[config.mk]
export PLATFORM = sky130hd
export DESIGN_NAME = neuron_seq
export DESIGN_NICKNAME = d
export VERILOG_FILES = /design/src/rtl/neuron_seq.sv
export SDC_FILE = /design/constraint.sdc
export NUM_CORES = 1
export LEC_CHECK = 0
export BUFFER_PORTS_ARGS = -buffer_cell sky130_fd_sc_hd__buf_4
export CAP_MARGIN = 25
export CORE_MARGIN = 2
export CORE_UTILIZATION = 26
export CTS_BUF_LIST = sky130_fd_sc_hd__clkbuf_16
export CTS_CLUSTER_SIZE = 16
export DETAILED_ROUTE_END_ITERATION = 6
export PLACE_DENSITY_LB_ADDON = 0.08
export SLEW_MARGIN = 25
export SYNTH_ARGS = -nofsm -noshare
export SYNTH_HDL_FRONTEND = slang
export SYNTH_SLANG_ARGS = --single-unit
[constraint.sdc]
create_clock -name clk_i -period 4.1 [get_ports clk_i]
set_input_delay 0.615 -clock clk_i [delete_from_list [all_inputs] [get_ports clk_i]]
set_output_delay 0.615 -clock clk_i [all_outputs]
set_load 0.05 [all_outputs]
[src/rtl/neuron_seq.sv]
// Sequencer driving a single-neuron MAC interface: clears the neuron, streams
// input/weight pairs from two synchronous-read memories, issues the bias/activate
// cycle and captures the activated output.
module neuron_seq #(
   parameter int unsigned ADDR_W = 8,
   parameter int unsigned DATA_W = 16
) (
   input  logic              clk_i,
   input  logic              rst_i,
   input  logic              start_i,
   input  logic [ADDR_W-1:0] len_i,
   input  logic [ADDR_W-1:0] in_base_i,
   input  logic [ADDR_W-1:0] w_base_i,
   input  logic [DATA_W-1:0] bias_i,
   output logic [ADDR_W-1:0] in_addr_o,
   input  logic [DATA_W-1:0] in_rdata_i,
   output logic [ADDR_W-1:0] w_addr_o,
   input  logic [DATA_W-1:0] w_rdata_i,
   output logic              nrn_rst_o,
   output logic              nrn_en_o,
   output logic              nrn_mac_o,
   output logic [DATA_W-1:0] nrn_in_o,
   output logic [DATA_W-1:0] nrn_wgh_o,
   output logic [DATA_W-1:0] nrn_bias_o,
   input  logic [DATA_W-1:0] nrn_out_i,
   output logic              busy_o,
   output logic              done_o,
   output logic [DATA_W-1:0] result_o
);

   typedef enum logic [2:0] {
      StIdle,
      StClear,
      StStream,
      StDrain,
      StBias,
      StCapture
   } state_e;

   state_e            state_q, state_d;
   logic [ADDR_W-1:0] len_q, len_d;
   logic [ADDR_W-1:0] cnt_q, cnt_d;
   logic [ADDR_W-1:0] in_addr_q, in_addr_d;
   logic [ADDR_W-1:0] w_addr_q, w_addr_d;
   logic [DATA_W-1:0] bias_q, bias_d;
   logic              drain_q, drain_d;

   // Read-data pipe: rd_vld marks the cycle memory data is valid, en_data the
   // cycle the registered operands are presented to the neuron.
   logic              rd_vld_q;
   logic              en_data_q;
   logic [DATA_W-1:0] nrn_in_q;
   logic [DATA_W-1:0] nrn_wgh_q;
   logic              done_q;
   logic [DATA_W-1:0] result_q;

   // Control state register
   always_ff @(posedge clk_i) begin
      if (rst_i) begin
         state_q   <= StIdle;
         len_q     <= '0;
         cnt_q     <= '0;
         in_addr_q <= '0;
         w_addr_q  <= '0;
         bias_q    <= '0;
         drain_q   <= 1'b0;
      end else begin
         state_q   <= state_d;
         len_q     <= len_d;
         cnt_q     <= cnt_d;
         in_addr_q <= in_addr_d;
         w_addr_q  <= w_addr_d;
         bias_q    <= bias_d;
         drain_q   <= drain_d;
      end
   end

   // Next-state, parameter latching and address generation
   always_comb begin
      state_d   = state_q;
      len_d     = len_q;
      cnt_d     = cnt_q;
      in_addr_d = in_addr_q;
      w_addr_d  = w_addr_q;
      bias_d    = bias_q;
      drain_d   = drain_q;
      case (state_q)
         StIdle: begin
            if (start_i) begin
               // Bases load straight into the address registers; the first
               // read issued in STREAM is therefore base+0.
               len_d     = len_i;
               in_addr_d = in_base_i;
               w_addr_d  = w_base_i;
               bias_d    = bias_i;
               state_d   = StClear;
            end
         end
         StClear: begin
            cnt_d   = '0;
            drain_d = 1'b0;
            state_d = (len_q == '0) ? StDrain : StStream;
         end
         StStream: begin
            if (cnt_q == len_q - ADDR_W'(1)) begin
               state_d = StDrain;
            end else begin
               cnt_d     = cnt_q + ADDR_W'(1);
               in_addr_d = in_addr_q + ADDR_W'(1);
               w_addr_d  = w_addr_q + ADDR_W'(1);
            end
         end
         StDrain: begin
            drain_d = 1'b1;
            if (drain_q) state_d = StBias;
         end
         StBias:    state_d = StCapture;
         StCapture: state_d = StIdle;
         default:   state_d = StIdle;
      endcase
   end

   // Operand pipe, done pulse and result capture
   always_ff @(posedge clk_i) begin
      if (rst_i) begin
         rd_vld_q  <= 1'b0;
         en_data_q <= 1'b0;
         nrn_in_q  <= '0;
         nrn_wgh_q <= '0;
         done_q    <= 1'b0;
         result_q  <= '0;
      end else begin
         rd_vld_q  <= (state_q == StStream);
         en_data_q <= rd_vld_q;
         if (rd_vld_q) begin
            nrn_in_q  <= in_rdata_i;
            nrn_wgh_q <= w_rdata_i;
         end
         done_q <= (state_q == StCapture);
         // nrn_out was updated by the edge closing BIAS, so it is stable here
         if (state_q == StCapture) result_q <= nrn_out_i;
      end
   end

   assign in_addr_o  = in_addr_q;
   assign w_addr_o   = w_addr_q;
   assign nrn_rst_o  = rst_i | (state_q == StClear);
   assign nrn_en_o   = en_data_q | (state_q == StBias);
   assign nrn_mac_o  = (state_q == StBias);
   assign nrn_in_o   = nrn_in_q;
   assign nrn_wgh_o  = nrn_wgh_q;
   assign nrn_bias_o = bias_q;
   // done cycle is already IDLE but still counts as busy
   assign busy_o     = (state_q != StIdle) | done_q;
   assign done_o     = done_q;
   assign result_o   = result_q;

endmodule

==> flow_results.xml, run 1 <==
<?xml version="1.0" encoding="UTF-8"?>
<metrics>
  <group name="hold_path">
    <metric name="worst_hold_path.num_cells" unit="">2</metric>
    <metric name="hold_class" unit="">reg -&gt; reg</metric>
  </group>
  <group name="logic_synthesis">
    <metric name="synth.top_cells.by_count" unit="">109 x sky130_fd_sc_hd__nand2_1, 103 x sky130_fd_sc_hd__dfxtp_1, 49 x sky130_fd_sc_hd__a21oi_1, 47 x sky130_fd_sc_hd__nor2_1, 34 x sky130_fd_sc_hd__mux2i_1</metric>
    <metric name="synth_most_common_cell" unit="">sky130_fd_sc_hd__nand2_1</metric>
    <metric name="yosys.cell_types.count" unit="">52</metric>
    <metric name="synth_edf_count" unit="">0</metric>
    <metric name="synth_flop_cell" unit="">sky130_fd_sc_hd__dfxtp_1</metric>
    <metric name="area_share_of_the_leading_cell_type_in_the_synthesized_netlist" unit="%">46.47</metric>
    <metric name="synth-async-reset-ratio" unit="%">0</metric>
    <metric name="mappedNetlistArea" unit="um^2">4437</metric>
    <metric name="yosysTopAreaCell" unit="">sky130_fd_sc_hd__dfxtp_1</metric>
    <metric name="synth_seq_cells" unit="">103</metric>
    <metric name="syn_avg_cell_area" unit="um^2">8.355</metric>
    <metric name="count_of_synthesis_stage_warnings_from_yosys" unit="">0</metric>
    <metric name="synth_sequential_area_ratio" unit="%">46.47</metric>
    <metric name="netlist_top_cells_area" unit="">sky130_fd_sc_hd__dfxtp_1 46%, sky130_fd_sc_hd__nand2_1 9.2%, sky130_fd_sc_hd__mux2i_1 7.7%</metric>
    <metric name="synthesis.instances" unit="">531</metric>
    <metric name="synth_fp_nets" unit="">626</metric>
  </group>
  <group name="timing">
    <metric name="grt_setup_unrepaired" unit="">false</metric>
    <metric name="slew_headroom" unit="%">32.16</metric>
    <metric name="setup-violations-final" unit="">0</metric>
    <metric name="fmaxAchievable" unit="GHz">0.3767</metric>
    <metric name="timing_hold_violations_final" unit="">0</metric>
    <metric name="setup-tns-final" unit="ps">0</metric>
    <metric name="worst_slew_pin_slew" unit="ps">1018</metric>
    <metric name="report.final.slew_viol_count" unit="">0</metric>
    <metric name="period_needed" unit="ps">2654</metric>
    <metric name="final.setup_skew" unit="ps">5.401</metric>
    <metric name="post-route-period-util" unit="%">64.74</metric>
    <metric name="timing.final.ws_setup" unit="ps">1446</metric>
  </group>
  <group name="run_status">
    <metric name="run_status" unit="">completed</metric>
  </group>
  <group name="cts">
    <metric name="numCtsBuffers" unit="">9</metric>
    <metric name="tritoncts" unit="">yes</metric>
    <metric name="clk-insertion-delay-late" unit="ps">350</metric>
    <metric name="cts_sinks" unit="">103</metric>
    <metric name="cts_post_setup_buffers_inserted" unit="">0</metric>
    <metric name="post_cts_resize_count" unit="">0</metric>
    <metric name="clock_tree_buffer_depth" unit="">2</metric>
    <metric name="cts.clk_slew.worst_paths" unit="ps">70</metric>
    <metric name="cts_hold_repair.buffers" unit="">0</metric>
    <metric name="htreeDepth" unit="">3</metric>
    <metric name="clk_root_buffer_cell" unit="">sky130_fd_sc_hd__clkbuf_16</metric>
  </group>
  <group name="detailed_routing">
    <metric name="route.vias.total" unit="">4283</metric>
    <metric name="avgRoutedWirePerCell" unit="um">14.99</metric>
    <metric name="drt-total-wl" unit="um">13700</metric>
    <metric name="ant_nets" unit="">0</metric>
    <metric name="post-route-drc-count" unit="">0</metric>
    <metric name="drt-vias-per-instance" unit="">4.686</metric>
    <metric name="drt_iter0_markers" unit="">236</metric>
    <metric name="detail_route.first_pass.iterations" unit="">4</metric>
  </group>
  <group name="critical_path">
    <metric name="worst-path-max-fanout" unit="">13</metric>
    <metric name="worstSetupPathType" unit="">reg -&gt; out</metric>
    <metric name="critPathSlowestCell" unit="">sky130_fd_sc_hd__dfxtp_1</metric>
    <metric name="kind_of_cell_adding_the_most_delay_to_the_critical_path" unit="">flip-flops</metric>
    <metric name="path_depth" unit="">4</metric>
    <metric name="worst-path-buf-inv" unit="">2</metric>
    <metric name="startpoint_type" unit="">register</metric>
    <metric name="critical_path_arrival" unit="ps">2040</metric>
    <metric name="worstPathRequired" unit="ps">3480</metric>
    <metric name="max_stage_delay" unit="ps">620</metric>
    <metric name="worstRegToRegCells" unit="">9</metric>
    <metric name="crit_path_cell_trace" unit="">nor2_1 &gt; a21oi_1 &gt; inv_1 &gt; buf_4</metric>
    <metric name="critical_path.endpoint_type" unit="">output port</metric>
  </group>
  <group name="die">
    <metric name="floorplan.io_pins" unit="">176</metric>
    <metric name="site_row_count" unit="">47</metric>
    <metric name="design.die.area" unit="um^2">18130</metric>
    <metric name="die_w" unit="um">134.6</metric>
    <metric name="chipHeight" unit="um">134.6</metric>
    <metric name="floorplan.initialDensity" unit="%">26.66</metric>
    <metric name="floorplan.core_area" unit="um^2">16640</metric>
  </group>
  <group name="global_route">
    <metric name="grt_use_met3" unit="%">4.880</metric>
    <metric name="pin_count_of_the_biggest_net_entering_global_routing" unit="">97</metric>
    <metric name="busiest_layer" unit="">met2</metric>
    <metric name="grt_first_pass_wirelength" unit="um">21980</metric>
    <metric name="groute.layer.met2.usage" unit="%">24.62</metric>
    <metric name="gr_util_all_layers" unit="%">15.19</metric>
    <metric name="grt_pass1_vias" unit="">4233</metric>
    <metric name="grt_remaining_overflow" unit="">0</metric>
    <metric name="grtUsageMet1" unit="%">18.73</metric>
    <metric name="number_of_antenna_violations_at_the_first_check_in_global_routing" unit="">0</metric>
  </group>
  <group name="layout">
    <metric name="final_layout_size_suffix_gt1_share" unit="%">28.53</metric>
    <metric name="finalNetCount" unit="">784</metric>
    <metric name="seq_area" unit="um^2">2063</metric>
    <metric name="area_delta_synth_final" unit="%">40.41</metric>
    <metric name="num-fill-cells" unit="">1711</metric>
    <metric name="multiInputGateArea" unit="um^2">2236</metric>
    <metric name="insertedDiodeCount" unit="">0</metric>
  </group>
  <group name="pwr">
    <metric name="p_clk_share" unit="%">30.6</metric>
    <metric name="power.density_cell_area" unit="nW/um^2">444.1</metric>
    <metric name="power_report.internal_total" unit="mW">1.807</metric>
    <metric name="power.net_switching" unit="mW">0.9597</metric>
    <metric name="ir_drop" unit="mV">0.1735</metric>
    <metric name="pwr-share-seq" unit="%">42.3</metric>
    <metric name="power.switching_fraction" unit="%">34.69</metric>
    <metric name="pwr-share-comb" unit="%">27.1</metric>
    <metric name="power.static_leakage" unit="nW">2.601</metric>
  </group>
  <group name="placement">
    <metric name="detailed_place_hpwl" unit="um">9681</metric>
    <metric name="port_buffers" unit="">175</metric>
    <metric name="routabilityCongestion" unit="">0.7572</metric>
    <metric name="preCtsSetupSlack" unit="ps">1441</metric>
  </group>
  <group name="run">
    <metric name="max_cap_violations" unit="">0</metric>
  </group>
</metrics>
## registers in the layout (all words and copies together), names as in the netlist
name,flops
drain_q,1
nrn_in_o,16
w_addr_o,8
nrn_bias_o,16
rd_vld_q,1
done_o,1
cnt_q,8
state_q,3
nrn_wgh_o,16
result_o,16
len_q,8
in_addr_o,8
en_data_q,1
## worst paths after layout
| path | start | endpoint | slack, ps |
|---|---|---|---|
| setup / recovery | state_q[1]$_SDFFE_PP0P_ | nrn_rst_o | 1450 |
| hold / removal | nrn_bias_o[4]$_SDFFE_PP0P_ | nrn_bias_o[4]$_SDFFE_PP0P_ | 460 |
| setup reg to reg | len_q[0]$_SDFFE_PP0P_ | in_addr_o[7]$_SDFFE_PP0P_ | 1460 |
| hold reg to reg | nrn_bias_o[4]$_SDFFE_PP0P_ | nrn_bias_o[4]$_SDFFE_PP0P_ | 460 |
## final cells by class
cell class,count,area share (%)
Clock buffer,9,3.615
Clock inverter,7,0.9038
Inverter,7,0.4218
Multi-Input combinational cell,389,35.89
Sequential cell,103,33.12
Tap cell,220,4.419
Timing Repair Buffer,179,21.63
## metal layers
| metal | share of wire, % | wire [um] |
|---|---|---|
| met1 | 43 | 5945 |
| met2 | 47 | 6382 |
| met3 | 8.0 | 1096 |
| met4 | 2.0 | 277 |
| met5 | 0 | 0 |
## layout by cell type, fill, tap and decap left out, types with 10 or more instances in the layout
cell	instances
sky130_fd_sc_hd__a21oi_1	49
sky130_fd_sc_hd__a31oi_1	11
sky130_fd_sc_hd__and3_1	10
sky130_fd_sc_hd__buf_4	178
sky130_fd_sc_hd__dfxtp_1	102
sky130_fd_sc_hd__mux2i_1	34
sky130_fd_sc_hd__nand2_1	109
sky130_fd_sc_hd__nand3_1	12
sky130_fd_sc_hd__nor2_1	47
sky130_fd_sc_hd__nor3_1	10
sky130_fd_sc_hd__o21ai_0	17
## cell families (layout without fill, tap and decap cells)
kind of cell    after synthesis  in the layout  synth area share, %
simple gates                225            225                23.18
compound gates              113            113                15.57
flops                       103            103                46.47
buf+inv                      39            202                3.412
mux                          34             34                7.671
xor+xnor                     13             13                2.566
fa+ha+maj                     4              4                1.128
## worst min-delay path, cell delays in order, from the launching register on
cell and delay (ps):
sky130_fd_sc_hd__dfxtp_1 310, sky130_fd_sc_hd__nand2_1 50, sky130_fd_sc_hd__a21oi_1 50
## stage by stage
step	std cells	hold slack [ps]	utilization, %	instance area, um^2	power (mW)
4_1_cts	914	457.4	37.37	6218	2.811
3_5_place_dp	898	448.3	35.67	5937	1.951
6_report	914	456.6	37.43	6230	2.767
2_1_floorplan	531	461.0	-	4437	1.682
5_1_grt	914	476.8	37.43	6230	2.916
3_3_place_gp	898	443.6	35.67	5937	1.942
## power by group through the flow
stage | sequential, mW | clock [mW] | combinational (mW)
2_1_floorplan | 1.35 | 0 | 0.329
3_3_place_gp | 1.19 | 0 | 0.751
3_5_place_dp | 1.19 | 0 | 0.757
4_1_cts | 1.17 | 0.880 | 0.759
5_1_grt | 1.19 | 0.916 | 0.814
6_report | 1.17 | 0.845 | 0.750
No activity file was read; power rests on OpenSTA's default activity.
==> inputs of run 2 (changes only) <==
==> constraint.sdc (replaced) <==
create_clock -name clk_i -period 2.3 [get_ports clk_i]
set_input_delay 0.345 -clock clk_i [delete_from_list [all_inputs] [get_ports clk_i]]
set_output_delay 0.345 -clock clk_i [all_outputs]
set_load 0.05 [all_outputs]
==> run 2 against run 1 <==
Flip-flop and latch count did not move. First-iteration DRC count fell by 44%. Combinational power up 110%. Register-to-register slack worse by 1400 ps. Highest routed layer unchanged. Clock skew increased by 3.7 ps. Routed wire length up 3.4%. Worst setup slack worse by 1400 ps. Sequential power rose by 76%. Clock power rose by 100%. Critical endpoint is now w_addr_o[0]$_SDFFE_PP0P_.
==> flow_results.xml, run 2 (synthesized netlist as in run 1, its figures left out) <==
<?xml version="1.0" encoding="UTF-8"?>
<metrics>
  <group name="pwr">
    <metric name="power.static_leakage" unit="nW">2.887</metric>
    <metric name="power_report.internal_total" unit="mW">3.518</metric>
    <metric name="pwr-share-seq" unit="%">38.4</metric>
    <metric name="pwr-share-comb" unit="%">30.0</metric>
    <metric name="power.density_cell_area" unit="nW/um^2">787.4</metric>
    <metric name="power.net_switching" unit="mW">1.859</metric>
    <metric name="p_clk_share" unit="%">31.7</metric>
    <metric name="ir_drop" unit="mV">0.4009</metric>
    <metric name="power.switching_fraction" unit="%">34.57</metric>
  </group>
  <group name="layout">
    <metric name="layout_common_cells" unit="">222 x sky130_fd_sc_hd__buf_4, 109 x sky130_fd_sc_hd__nand2_1, 94 x sky130_fd_sc_hd__dfxtp_1</metric>
    <metric name="finalNetCount" unit="">831</metric>
    <metric name="area_delta_synth_final" unit="%">53.89</metric>
    <metric name="final_area" unit="um^2">6828</metric>
    <metric name="multiInputGateArea" unit="um^2">2414</metric>
    <metric name="insertedDiodeCount" unit="">0</metric>
    <metric name="layout.cells.most_common" unit="">sky130_fd_sc_hd__buf_4</metric>
    <metric name="final_layout_size_suffix_gt1_share" unit="%">37.92</metric>
    <metric name="num-fill-cells" unit="">1700</metric>
    <metric name="seq_area" unit="um^2">2073</metric>
    <metric name="postLayoutCoreUtil" unit="%">41.03</metric>
  </group>
  <group name="critical_path">
    <metric name="crit_start" unit="">len_q[1]$_SDFFE_PP0P_</metric>
    <metric name="reg2reg_setup_slack" unit="ps">40</metric>
    <metric name="critPathSlowestCell" unit="">sky130_fd_sc_hd__or4b_4</metric>
    <metric name="crit_path_cell_trace" unit="">inv_2 &gt; ha_4 &gt; inv_2 &gt; or4b_4 &gt; a311oi_4 &gt; a31oi_2 &gt; buf_4 &gt; buf_6 &gt; a211oi_2 &gt; a211oi_1</metric>
    <metric name="worstSetupPathType" unit="">reg -&gt; reg</metric>
    <metric name="critical_path.endpoint_type" unit="">register</metric>
    <metric name="worst-path-max-fanout" unit="">6</metric>
    <metric name="critical_path_arrival" unit="ps">2480</metric>
    <metric name="max_stage_delay" unit="ps">530</metric>
    <metric name="worstPathRequired" unit="ps">2520</metric>
    <metric name="startpoint_type" unit="">register</metric>
    <metric name="startpoint_of_the_worst_slack_reg_to_reg_timing_path" unit="">len_q[1]$_SDFFE_PP0P_</metric>
    <metric name="crit-reg2reg-capture" unit="">w_addr_o[0]$_SDFFE_PP0P_</metric>
    <metric name="worstRegToRegCells" unit="">10</metric>
    <metric name="critPathMostFrequentCell" unit="">sky130_fd_sc_hd__inv_2</metric>
  </group>
  <group name="timing">
    <metric name="grt_setup_unrepaired" unit="">true</metric>
    <metric name="period_needed" unit="ps">2256</metric>
    <metric name="final.setup_skew" unit="ps">9.068</metric>
    <metric name="worst_slew_pin_slew" unit="ps">609.8</metric>
    <metric name="setup-violations-final" unit="">0</metric>
    <metric name="report.final.slew_viol_count" unit="">0</metric>
    <metric name="slew_headroom" unit="%">59.35</metric>
    <metric name="setup-tns-final" unit="ps">0</metric>
    <metric name="fmaxAchievable" unit="GHz">0.4432</metric>
    <metric name="timing_hold_violations_final" unit="">0</metric>
    <metric name="post-route-period-util" unit="%">98.10</metric>
  </group>
  <group name="die">
    <metric name="floorplan.io_pins" unit="">176</metric>
    <metric name="floorplan.initialDensity" unit="%">26.66</metric>
    <metric name="design.die.area" unit="um^2">18130</metric>
    <metric name="die_w" unit="um">134.6</metric>
    <metric name="site_row_count" unit="">47</metric>
    <metric name="floorplan.core_area" unit="um^2">16640</metric>
    <metric name="chipHeight" unit="um">134.6</metric>
  </group>
  <group name="cts">
    <metric name="tritoncts" unit="">yes</metric>
    <metric name="cts_hold_repair.buffers" unit="">0</metric>
    <metric name="clk-insertion-delay-late" unit="ps">350</metric>
    <metric name="htreeDepth" unit="">3</metric>
    <metric name="cts.clk_slew.worst_paths" unit="ps">70</metric>
    <metric name="clock_tree_buffer_depth" unit="">2</metric>
    <metric name="cts_sinks" unit="">103</metric>
    <metric name="numCtsBuffers" unit="">9</metric>
    <metric name="clk_root_buffer_cell" unit="">sky130_fd_sc_hd__clkbuf_16</metric>
  </group>
  <group name="global_route">
    <metric name="number_of_antenna_violations_at_the_first_check_in_global_routing" unit="">0</metric>
    <metric name="grt_first_pass_wirelength" unit="um">22720</metric>
    <metric name="gr_util_all_layers" unit="%">15.74</metric>
    <metric name="grt_pass1_vias" unit="">4541</metric>
    <metric name="pin_count_of_the_biggest_net_entering_global_routing" unit="">41</metric>
    <metric name="grt_remaining_overflow" unit="">0</metric>
  </group>
  <group name="detailed_routing">
    <metric name="route.vias.total" unit="">4515</metric>
    <metric name="detail_route.first_pass.iterations" unit="">4</metric>
    <metric name="avgRoutedWirePerCell" unit="um">14.75</metric>
    <metric name="drt-total-wl" unit="um">14170</metric>
    <metric name="drt_iter0_markers" unit="">131</metric>
    <metric name="post-route-drc-count" unit="">0</metric>
    <metric name="ant_nets" unit="">0</metric>
    <metric name="drt-vias-per-instance" unit="">4.698</metric>
  </group>
  <group name="placement">
    <metric name="routabilityCongestion" unit="">0.7830</metric>
    <metric name="port_buffers" unit="">175</metric>
    <metric name="placement.cell_area" unit="um^2">6257</metric>
    <metric name="detailed_place_hpwl" unit="um">10420</metric>
  </group>
  <group name="hold_path">
    <metric name="worst_hold_path.num_cells" unit="">3</metric>
    <metric name="whs_endpoint" unit="">nrn_wgh_o[9]$_SDFFE_PP0P_</metric>
    <metric name="holdCritStartpoint" unit="">w_rdata_i[9]</metric>
    <metric name="hold_class" unit="">in -&gt; reg</metric>
  </group>
  <group name="run">
    <metric name="max_cap_violations" unit="">0</metric>
  </group>
  <group name="run_status">
    <metric name="run_status" unit="">completed</metric>
  </group>
</metrics>
[run 2: per-stage QoR]
| step | std cells | hold slack, ps | setup slack (ps) | total power, mW |
|---|---|---|---|---|
| 6_report | 961 | 224.0 | 43.72 | 5.376 |
| 3_3_place_gp | 940 | 443.1 | -96.71 | 3.599 |
| 4_1_cts | 961 | 212.4 | -20.09 | 5.392 |
| 2_1_floorplan | 531 | 461.0 | 64.17 | 2.999 |
| 3_5_place_dp | 940 | 448.3 | -190.5 | 3.613 |
| 5_1_grt | 961 | 222.2 | -50.50 | 5.654 |
[run 2: repair_timing]
| item | in CTS | in global routing |
|---|---|---|
| setup buffers | 5 | 1 |
| resized for setup | 28 | 22 |
| pin swaps | 13 | 12 |
| endpoints found under the setup margin | 21 | 24 |
[run 2: how the worst max path moves through the flow]
| stage | end | slack [ps] |
|---|---|---|
| 5_1_grt | in_addr_o[2]$_SDFFE_PP0P_ | -50 |
| 2_1_floorplan | in_addr_o[0]$_SDFFE_PP0P_ | 60 |
| 4_1_cts | cnt_q[0]$_SDFFE_PP0P_ | -20 |
| 3_3_place_gp | w_addr_o[6]$_SDFFE_PP0P_ | -100 |
| 6_report | w_addr_o[0]$_SDFFE_PP0P_ | 40 |
| 3_5_place_dp | in_addr_o[7]$_SDFFE_PP0P_ | -190 |
[run 2: power by group through the flow]
| stage | logic [mW] | clock network, mW | registers, mW |
|---|---|---|---|
| 2_1_floorplan | 0.588 | 0 | 2.41 |
| 3_3_place_gp | 1.51 | 0 | 2.09 |
| 3_5_place_dp | 1.52 | 0 | 2.10 |
| 4_1_cts | 1.58 | 1.75 | 2.06 |
| 5_1_grt | 1.74 | 1.83 | 2.09 |
| 6_report | 1.61 | 1.70 | 2.06 |
[run 2: area by class of cell]
| class | count | share of cell area, % |
|---|---|---|
| Inverter | 7 | 0.3848 |
| Clock inverter | 7 | 1.503 |
| Multi-Input combinational cell | 389 | 35.35 |
| Clock buffer | 9 | 3.299 |
| Timing Repair Buffer | 226 | 25.07 |
| Tap cell | 220 | 4.032 |
| Sequential cell | 103 | 30.36 |
[run 2: routing by layer]
layer	up-vias	wire length, um	track usage (%)	part of all wire, %
met5	-	0	0	0
met4	0	314	6.667	2.2
met3	20	1046	5.030	7.4
met2	127	6726	25.72	47
met1	2121	6082	19.08	43
li1	2247	-	-	-
[run 2: worst max-delay path: cells and delay by family, from the launching register on]
| family | cells | cell delay (ps) |
|---|---|---|
| flip-flops | 1 | 340 |
| adder cells (fa/ha/maj) | 1 | 130 |
| AND/OR/NAND/NOR | 1 | 530 |
| AO/OA/AOI/OAI | 4 | 720 |
| buffers and inverters | 4 | 400 |
==> inputs of run 3 (changes only) <==
==> constraint.sdc (replaced) <==
create_clock -name clk_i -period 2.5 [get_ports clk_i]
set_input_delay 0.375 -clock clk_i [delete_from_list [all_inputs] [get_ports clk_i]]
set_output_delay 0.375 -clock clk_i [all_outputs]
set_load 0.05 [all_outputs]
==> run 3 against run 2 <==
Clock power fell by 16%. Clock skew grew 1.9 ps. Core utilization shrank 2.1 points. Via count shrank 2.6%. Sequential share of layout area is 1.6 points higher. Non-clock buffer count shrank 23. Power decreased by 13%. Worst setup slack improved by 32 ps. Routed wire length up 0.20%. Fmax decreased by 6.9%. Critical path type unchanged. Largest power group unchanged. Highest routed layer unchanged.
==> flow_results.xml, run 3 (synthesized netlist as in run 1, its figures left out) <==
<?xml version="1.0" encoding="UTF-8"?>
<metrics>
  <group name="run_status">
    <metric name="run_status" unit="">completed</metric>
  </group>
  <group name="timing">
    <metric name="report.final.slew_viol_count" unit="">0</metric>
    <metric name="hold_ws" unit="ps">251.9</metric>
    <metric name="setup-tns-final" unit="ps">0</metric>
    <metric name="timing_hold_violations_final" unit="">0</metric>
    <metric name="post-route-period-util" unit="%">96.99</metric>
    <metric name="worst_slew_pin_slew" unit="ps">723.9</metric>
    <metric name="timing.final.ws_setup" unit="ps">75.37</metric>
    <metric name="final.setup_skew" unit="ps">11.01</metric>
    <metric name="fmaxAchievable" unit="GHz">0.4124</metric>
    <metric name="setup-violations-final" unit="">0</metric>
    <metric name="slew_headroom" unit="%">51.74</metric>
    <metric name="period_needed" unit="ps">2425</metric>
  </group>
  <group name="pwr">
    <metric name="power.static_leakage" unit="nW">2.742</metric>
    <metric name="pwr-share-seq" unit="%">40.6</metric>
    <metric name="ir_drop" unit="mV">0.3346</metric>
    <metric name="power.density_cell_area" unit="nW/um^2">722.8</metric>
    <metric name="power.switching_fraction" unit="%">34.96</metric>
    <metric name="power.net_switching" unit="mW">1.636</metric>
    <metric name="p_clk_share" unit="%">30.3</metric>
    <metric name="pwr-share-comb" unit="%">29.1</metric>
    <metric name="power_report.internal_total" unit="mW">3.045</metric>
  </group>
  <group name="critical_path">
    <metric name="worstSetupPathType" unit="">reg -&gt; reg</metric>
    <metric name="critical_path_arrival" unit="ps">2660</metric>
    <metric name="worstPathRequired" unit="ps">2740</metric>
    <metric name="startpoint_of_the_worst_slack_reg_to_reg_timing_path" unit="">len_q[1]$_SDFFE_PP0P_</metric>
    <metric name="crit_start" unit="">len_q[1]$_SDFFE_PP0P_</metric>
    <metric name="reg2reg_setup_slack" unit="ps">80</metric>
    <metric name="worst-path-max-fanout" unit="">7</metric>
    <metric name="worstRegToRegCells" unit="">8</metric>
    <metric name="crit-reg2reg-capture" unit="">w_addr_o[6]$_SDFFE_PP0P_</metric>
    <metric name="startpoint_type" unit="">register</metric>
    <metric name="worstSetupEndpoint" unit="">w_addr_o[6]$_SDFFE_PP0P_</metric>
    <metric name="critical_path.endpoint_type" unit="">register</metric>
  </group>
  <group name="layout">
    <metric name="layout.cells.most_common" unit="">sky130_fd_sc_hd__buf_4</metric>
    <metric name="insertedDiodeCount" unit="">0</metric>
    <metric name="stdcell_count" unit="">938</metric>
    <metric name="finalNetCount" unit="">808</metric>
    <metric name="final_layout_size_suffix_gt1_share" unit="%">32.31</metric>
    <metric name="layout_common_cells" unit="">201 x sky130_fd_sc_hd__buf_4, 109 x sky130_fd_sc_hd__nand2_1, 101 x sky130_fd_sc_hd__dfxtp_1</metric>
    <metric name="postLayoutCoreUtil" unit="%">38.91</metric>
    <metric name="area_delta_synth_final" unit="%">45.97</metric>
  </group>
  <group name="cts">
    <metric name="cts.clk_slew.worst_paths" unit="ps">80</metric>
    <metric name="clock_tree_buffer_depth" unit="">2</metric>
    <metric name="clk_root_buffer_cell" unit="">sky130_fd_sc_hd__clkbuf_16</metric>
    <metric name="clk-insertion-delay-late" unit="ps">350</metric>
    <metric name="tritoncts" unit="">yes</metric>
    <metric name="cts_hold_repair.buffers" unit="">0</metric>
    <metric name="numCtsBuffers" unit="">9</metric>
    <metric name="cts_sinks" unit="">103</metric>
    <metric name="htreeDepth" unit="">3</metric>
  </group>
  <group name="global_route">
    <metric name="grt_remaining_overflow" unit="">0</metric>
    <metric name="pin_count_of_the_biggest_net_entering_global_routing" unit="">65</metric>
    <metric name="gr_util_all_layers" unit="%">15.56</metric>
    <metric name="grt_pass1_vias" unit="">4266</metric>
    <metric name="grt_first_pass_wirelength" unit="um">22430</metric>
    <metric name="number_of_antenna_violations_at_the_first_check_in_global_routing" unit="">0</metric>
  </group>
  <group name="die">
    <metric name="floorplan.core_area" unit="um^2">16640</metric>
    <metric name="die_w" unit="um">134.6</metric>
    <metric name="design.die.area" unit="um^2">18130</metric>
    <metric name="floorplan.initialDensity" unit="%">26.66</metric>
    <metric name="chipHeight" unit="um">134.6</metric>
    <metric name="floorplan.io_pins" unit="">176</metric>
    <metric name="site_row_count" unit="">47</metric>
  </group>
  <group name="placement">
    <metric name="preCtsSetupSlack" unit="ps">-9.096</metric>
    <metric name="detailed_place_hpwl" unit="um">10240</metric>
    <metric name="cells_after_dpl" unit="">921</metric>
    <metric name="routabilityCongestion" unit="">0.7780</metric>
    <metric name="port_buffers" unit="">175</metric>
  </group>
  <group name="detailed_routing">
    <metric name="avgRoutedWirePerCell" unit="um">15.14</metric>
    <metric name="drt-vias-per-instance" unit="">4.688</metric>
    <metric name="detail_route.first_pass.iterations" unit="">4</metric>
    <metric name="ant_nets" unit="">0</metric>
    <metric name="post-route-drc-count" unit="">0</metric>
    <metric name="route.vias.total" unit="">4397</metric>
    <metric name="drt_iter0_markers" unit="">173</metric>
    <metric name="drt-total-wl" unit="um">14200</metric>
  </group>
  <group name="hold_path">
    <metric name="hold_class" unit="">in -&gt; reg</metric>
  </group>
  <group name="run">
    <metric name="max_cap_violations" unit="">0</metric>
  </group>
</metrics>
[run 3: cell count changes in the layout (fill, tap and decap cells not counted), sizes merged]
| cell | delta |
|---|---|
| buf | -23 |
| clkinv | +2 |
| bufinv | -1 |
| clkinvlp | -1 |
[run 3: per-layer routing]
metal | global-route usage, % | share of wire (%) | vias up
li1 | - | - | 2212
met1 | 20.17 | 46 | 2054
met2 | 24.62 | 46 | 118
met3 | 4.467 | 6.8 | 13
met4 | 5.731 | 1.7 | 0
met5 | 0 | 0 | -
[run 3: area by class of cell]
| cell class | count | area, um^2 |
|---|---|---|
| clock inverters | 7 | 63.81 |
| repair buffers | 203 | 1531 |
| fillers | 1735 | 10170 |
| multi-input cells | 389 | 2287 |
| well taps | 220 | 275.3 |
| clock buffers | 9 | 225.2 |
| inverters | 7 | 26.28 |
| flip-flops and latches | 103 | 2067 |
[run 3: critical path: stages (launching register included)]
cell	delay, ps
sky130_fd_sc_hd__dfxtp_4	350
sky130_fd_sc_hd__inv_1	50
sky130_fd_sc_hd__ha_2	170
sky130_fd_sc_hd__inv_1	50
sky130_fd_sc_hd__or4b_4	510
sky130_fd_sc_hd__a311oi_4	370
sky130_fd_sc_hd__nand3_1	330
sky130_fd_sc_hd__and2_0	250
sky130_fd_sc_hd__o31a_1	230
[run 3: repair_timing]
item	4_1_cts	5_1_grt
gates resized for setup	1	17
endpoints found under the setup margin	3	16
pin swaps	0	11
gates cloned	0	0
buffers inserted	0	1
[run 3: worst min-delay path by stage]
stage                                startpoint                           to  slack [ps]  cells after the start
floorplan                 len_q[7]$_SDFFE_PP0P_        len_q[7]$_SDFFE_PP0P_         460                      2
global placement    nrn_bias_o[12]$_SDFFE_PP0P_  nrn_bias_o[12]$_SDFFE_PP0P_         440                      2
detailed placement   nrn_bias_o[8]$_SDFFE_PP0P_   nrn_bias_o[8]$_SDFFE_PP0P_         450                      2
CTS                               in_rdata_i[3]     nrn_in_o[3]$_SDFFE_PP0P_         240                      3
global route                      w_rdata_i[11]   nrn_wgh_o[11]$_SDFFE_PP0P_         260                      3
finish                            in_rdata_i[3]     nrn_in_o[3]$_SDFFE_PP0P_         250                      3
[run 3: metrics by stage]
stage          power, mW  area (um^2)
3_5_place_dp       3.270         6110
3_3_place_gp       3.265         6110
4_1_cts            4.720         6400
5_1_grt            4.949         6476
6_report           4.681         6476
2_1_floorplan      2.758         4437
[run 3: power groups by stage]
| stage | Combinational (mW) | Sequential, mW | Clock [mW] |
|---|---|---|---|
| 2_1_floorplan | 0.540 | 2.22 | 0 |
| 3_3_place_gp | 1.33 | 1.93 | 0 |
| 3_5_place_dp | 1.34 | 1.93 | 0 |
| 4_1_cts | 1.34 | 1.90 | 1.48 |
| 5_1_grt | 1.48 | 1.92 | 1.55 |
| 6_report | 1.36 | 1.90 | 1.42 |
